### src/rtl/inst_queue_pkg.sv
// Shared CPU definitions: word widths, MIPS field bit positions and the NOP encoding.
package inst_queue_pkg;

    localparam int INST_W = 32;
    localparam int PC_W   = 32;

    // Most-significant bit of each MIPS instruction field.
    localparam int OPCODE_MSB = 31;
    localparam int RS_MSB     = 25;
    localparam int RT_MSB     = 20;
    localparam int RD_MSB     = 15;
    localparam int SHAMT_MSB  = 10;
    localparam int FUNCT_MSB  = 5;
    localparam int IMM_MSB    = 15;

    localparam int OPCODE_W = 6;
    localparam int REG_W    = 5;
    localparam int SHAMT_W  = 5;
    localparam int FUNCT_W  = 6;
    localparam int IMM_W    = 16;

    localparam logic [INST_W-1:0] NOP_INST = 32'h0000_0000;

    // One queue slot: the instruction word together with the PC it was fetched from.
    typedef struct packed {
        logic [PC_W-1:0]   pc;
        logic [INST_W-1:0] inst;
    } entry_t;

endpackage

### src/rtl/inst_queue_fields.sv
// Combinational splitter of a 32-bit MIPS word into its fixed-position fields.
// Shared by the instruction queue, decode stage and control unit.
module inst_fields
    import inst_queue_pkg::*;
(
    input  logic [INST_W-1:0]   inst,
    output logic [OPCODE_W-1:0] opcode,
    output logic [REG_W-1:0]    rs,
    output logic [REG_W-1:0]    rt,
    output logic [REG_W-1:0]    rd,
    output logic [SHAMT_W-1:0]  shamt,
    output logic [FUNCT_W-1:0]  funct,
    output logic [IMM_W-1:0]    imm16
);

    assign opcode = inst[OPCODE_MSB -: OPCODE_W];
    assign rs     = inst[RS_MSB     -: REG_W];
    assign rt     = inst[RT_MSB     -: REG_W];
    assign rd     = inst[RD_MSB     -: REG_W];
    assign shamt  = inst[SHAMT_MSB  -: SHAMT_W];
    assign funct  = inst[FUNCT_MSB  -: FUNCT_W];
    assign imm16  = inst[IMM_MSB    -: IMM_W];

endmodule

### src/rtl/inst_queue.sv
// Instruction queue between fetch and decode. First-word fall-through: the head
// entry and its pre-split fields are presented combinationally; NOP/0 when empty.
// A taken branch/jump flushes all entries synchronously.
module inst_queue
    import inst_queue_pkg::*;
#(
    parameter int DEPTH = 4,
    parameter int PTR_W = 2,
    parameter int CNT_W = 3
) (
    input  logic              clk,
    input  logic              rst_n,
    input  logic              flush,
    input  logic              in_valid,
    input  logic [31:0]       in_inst,
    input  logic [31:0]       in_pc,
    output logic              in_ready,
    output logic              out_valid,
    input  logic              out_ready,
    output logic [31:0]       out_inst,
    output logic [31:0]       out_pc,
    output logic [5:0]        out_opcode,
    output logic [4:0]        out_rs,
    output logic [4:0]        out_rt,
    output logic [4:0]        out_rd,
    output logic [4:0]        out_shamt,
    output logic [5:0]        out_funct,
    output logic [15:0]       out_imm16,
    output logic [CNT_W-1:0]  count
);

    entry_t           mem [DEPTH];
    logic [PTR_W-1:0] wr_ptr;
    logic [PTR_W-1:0] rd_ptr;
    logic             push;
    logic             pop;
    entry_t           head;

    // Full blocks pushes even when a pop happens in the same cycle, so in_ready
    // never depends combinationally on out_ready.
    assign in_ready  = (count != CNT_W'(DEPTH));
    assign out_valid = (count != '0);
    assign push      = in_valid & in_ready & ~flush;
    assign pop       = out_valid & out_ready & ~flush;

    // Pointer and occupancy update; reset beats flush, flush beats push/pop.
    always_ff @(posedge clk or negedge rst_n) begin
        if (!rst_n) begin
            wr_ptr <= '0;
            rd_ptr <= '0;
            count  <= '0;
        end else if (flush) begin
            wr_ptr <= '0;
            rd_ptr <= '0;
            count  <= '0;
        end else begin
            if (push) wr_ptr <= wr_ptr + 1'b1;
            if (pop)  rd_ptr <= rd_ptr + 1'b1;
            case ({push, pop})
                2'b10:   count <= count + 1'b1;
                2'b01:   count <= count - 1'b1;
                default: count <= count;
            endcase
        end
    end

    // Storage write; the array is intentionally left unreset.
    always_ff @(posedge clk) begin
        if (push) mem[wr_ptr] <= '{pc: in_pc, inst: in_inst};
    end

    // Head mux masks unwritten storage while empty so no X reaches decode.
    always_comb begin
        head = '0;
        if (out_valid) head = mem[rd_ptr];
    end

    assign out_inst = out_valid ? head.inst : NOP_INST;
    assign out_pc   = out_valid ? head.pc   : '0;

    inst_fields u_fields (
        .inst   (out_inst),
        .opcode (out_opcode),
        .rs     (out_rs),
        .rt     (out_rt),
        .rd     (out_rd),
        .shamt  (out_shamt),
        .funct  (out_funct),
        .imm16  (out_imm16)
    );

endmodule

### config.mk
export PLATFORM = sky130hd
export DESIGN_NAME = inst_queue
export DESIGN_NICKNAME = d
export VERILOG_FILES = /design/src/rtl/inst_queue_pkg.sv /design/src/rtl/inst_queue_fields.sv /design/src/rtl/inst_queue.sv
export SDC_FILE = /design/constraint.sdc
export NUM_CORES = 1
export LEC_CHECK = 0
export CAP_MARGIN = 20
export CORE_MARGIN = 8
export CORE_UTILIZATION = 50
export CTS_CLUSTER_SIZE = 12
export DETAILED_ROUTE_END_ITERATION = 16
export PLACE_DENSITY_LB_ADDON = 0.05
export REMOVE_ABC_BUFFERS = 1
export SLEW_MARGIN = 5
export SYNTH_ARGS = -nofsm -noshare
export SYNTH_HDL_FRONTEND = slang
export SYNTH_SLANG_ARGS = --single-unit
export TNS_END_PERCENT = 1
### constraint.sdc
create_clock -name clk -period 3.15 [get_ports clk]
set_input_delay 0.315 -clock clk [delete_from_list [all_inputs] [get_ports clk]]
set_output_delay 0.315 -clock clk [all_outputs]
set_load 0.05 [all_outputs]
==> impl_results.md <==
- Status: completed
- Clock Skew: 0.00803 ns
- Antenna violations before repair: 0
- Fin. Hold Viols: 0
- Post-synth EDFFs: 256
- Tmin final: 3.05 ns
- Remaining DRCs: 0
- Area contributors post-synth: edfxtp_1 73%, mux4_2 14%, and2_1 4.0%, buf_4 3.4%, dfrtp_1 1.7%
- FF-to-FF Start: count[0]
- Fill cells: roughly 1.5k
- Vias per cell: 5.39
- Async S/R FF share, synth: approximately 2.7%
- Register bit count reported by yosys: 263
- Setup ws final: 0.101 ns
- Switch share: 34.2%
- ANT nets after route: 0
- Die width: 161 um
- Register area: 7870 um2
- Worst-path cell chain: buf_12 > mux4_2 > and2_1 > clkdlybuf4s50_1
- Critical path class: flop to primary output
- Headroom to the max-slew limit: 58.1%
- Logic pwr share: 33.1%
- Area Growth Syn to Fin: 25.1%
- Worst path arrival time: 2.73 ns
- Worst min path class: input pin to async pin
- Final setup viols: 0
- Area of the multi-input gates: 2210 um2
- Dpl hpwl: around 14 mm
- Switch Pwr: 3.46 mW
- Worst-Skew Late Latency: ~0.52 ns
- Avg Cell Area, Syn: 20.5 um2
- Clk sinks: 263
- Reg2reg end: count[1]
- Top-area cell type share of the netlist area: 72.6%
- Max_cap viols: 0
- Die height: around 160 um
- Power Dens Cells: 764 nW/um2
- CTS tree: done
- Std-Cell Core Area: 20,900 um2
- Worst Tran Pin Value: 0.624 ns
- H-tree depth: 1
- WL per Instance: between 20 and 25 um
- Post-CTS Setup Bufs: 0
- Routability cong.: 0.711
- Total GRT Usage: 15.9%
- CP Max Fanout: 20
- I/O pins: 186
- Sequential power share: 40.0%
- CP max stage cell: clkdlybuf4s50_1
- Dominant synthesized flop cell: edfxtp_1
- Worst R2R Path Depth: 7
- Synthesized area: 10,600 um2
- Reg2Reg Setup Slack: about 0.61 ns
- Largest stage delay on the critical path: 0.70 ns
- Clock Tree Buf Depth: 3
- Die area: about 26,000 um2
- Share of layout cells above drive strength 1: 25.0%
- First drt pass iteration count: 4
- First-pass GRT wire length: 32.2 mm
- CTS Buf Count: 27
- Internal: 6.65 mW
- Startpoint Class: flop
- Post-place setup slack: about 0.45 ns
- Starting density of the core: 50.7%
- Yosys cell types: 35
- Gate Count Post-Synth: 516
- CP Capture Type: primary output
- Layout net count: 750
- DR iter-0 viols: between 300 and 400
- Fin. max-slew vios: 0
- Most common cell in the netlist: edfxtp_1
- Largest net degree at the start of global routing: 41
- CP Data Required Time: 2.83 ns
- Part of the power in the clock network: 26.9%
- VDD IR max: between 0.0004 and 0.0005 V
- Vias: 5,200
- Clock-pin slew on the worst setup and hold paths: 0.06 ns
- RSZ-0062 raised after global routing: false
- Largest area contributor in the netlist: edfxtp_1
- Warnings, synthesis: 0
- IO buf count: between 150 and 200
- Number of global-route vias before repair: 5,673
- Leak: 4.79 nW
- Max Clock Freq: roughly 330 MHz
- Clk root buf: clkbuf_16
- Grt ovf: 0
- Setup TNS: 0 ns
- Sequential area share after synthesis: around three quarters
- Total wire length: 21.2 mm
- # rows: 53
- Final worst-path cycle share: between 90% and 100%
- Synth cell count leaders: 256 x edfxtp_1, 68 x and2_1, 64 x mux4_2
-- sequential cells by signal, indices dropped and copies added, names as in the netlist --
register	count
mem	256
rd_ptr	2
count	3
wr_ptr	2
-- power groups by stage --
stage	Clock [mW]	Combinational [mW]	Sequential, mW
2_1_floorplan	0	2.17	4.21
3_3_place_gp	0	3.42	4.11
3_5_place_dp	0	3.44	4.12
4_1_cts	2.80	3.41	4.05
5_1_grt	2.91	3.50	4.06
6_report	2.72	3.35	4.04
-- through the flow --
stage | util (%) | hold slack [ns] | total power, mW | instance area [um2] | cells
floorplan | - | 0.0194 | 6.38 | 10100 | 442
global placement | 59.6 | 0.576 | 7.53 | 12400 | 922
detailed placement | 59.6 | 0.600 | 7.56 | 12400 | 922
CTS | 63.0 | 0.0626 | 10.3 | 13200 | 964
global route | 63.4 | 0.0920 | 10.5 | 13200 | 964
finish | 63.4 | 0.0704 | 10.1 | 13200 | 965
-- layer usage --
metal	wire length, um	global-route usage [%]
met5	0	0
met4	319	3.75
met3	1120	3.26
met1	8860	19.8
met2	10900	28.2
-- layout make-up --
cell class | count | share of cell area (%)
sequential | 263 | 59.4
multi-input combinational | 174 | 16.7
timing repair buffer | 205 | 15.6
clock buffer | 32 | 5.24
tap | 275 | 2.60
clock inverter | 10 | 0.340
inverter | 5 | 0.142
antenna | 1 | 0.0189
-- logic make-up after synthesis --
logic type | count (synthesis) | share of synthesized area [%]
buffers and inverters | 79 | 5.00
AND/OR/NAND/NOR | 85 | 5.00
AO/OA/AOI/OAI | 16 | 1.09
adder cells (fa/ha/maj) | 5 | 0.662
flip-flops | 263 | 74.3
multiplexers | 65 | 13.7
XOR/XNOR | 3 | 0.248
-- how the worst max path moves through the flow --
stage / startpoint / endpoint / slack (ns) / cells after the start
finish: rd_ptr[0] / out_opcode[3] / 0.10 / 4
global placement: flush / mem[2][24] / 0.48 / 4
global route: rd_ptr[0] / out_opcode[3] / 0.002 / 4
detailed placement: count[1] / out_imm16[8] / 0.45 / 3
CTS: rd_ptr[0] / out_inst[25] / 0.003 / 4
floorplan: rd_ptr[0] / out_funct[0] / -1.33 / 2
-- worst max-delay path: cells and delay by family (launching register included) --
kind | cells | cell delay [ns]
muxes | 1 | 0.51
DFF | 1 | 0.57
and+or+nand+nor | 1 | 0.17
buffers and inverters | 2 | 0.95
-- cells in the final DEF, fill, tap and decap left out, types with 2 or more instances in the layout --
cell type / Yosys / routed
dfrtp_4: 0 / 2
a21oi_1: 3 / 3
ha_1: 4 / 4
clkdlybuf4s50_1: 0 / 96
dlygate4sd2_1: 0 / 13
edfxtp_1: 256 / 256
clkbuf_16: 0 / 27
buf_12: 0 / 10
xor2_1: 3 / 3
dlymetal6s2s_1: 0 / 28
o311ai_0: 2 / 2
nor3_1: 2 / 2
o21ai_0: 2 / 2
inv_1: 5 / 5
mux4_2: 64 / 64
dfrtp_1: 7 / 5
and2_4: 0 / 4
a31oi_1: 2 / 2
and2_1: 68 / 64
nand3_1: 2 / 2
clkbuf_1: 9 / 5
clkinv_1: 0 / 7
nand3b_1: 2 / 2
clkinv_2: 0 / 2
buf_4: 48 / 58
nor2_1: 5 / 5
-- repair_timing --
| action | CTS | global route |
|---|---|---|
| hold buffers | 0 | 0 |
| endpoints found under the setup margin | 64 | 29 |
| cloned | 0 | 0 |
| gates resized for setup | 14 | 28 |
Note: power is estimated with default switching activity, not from simulation.
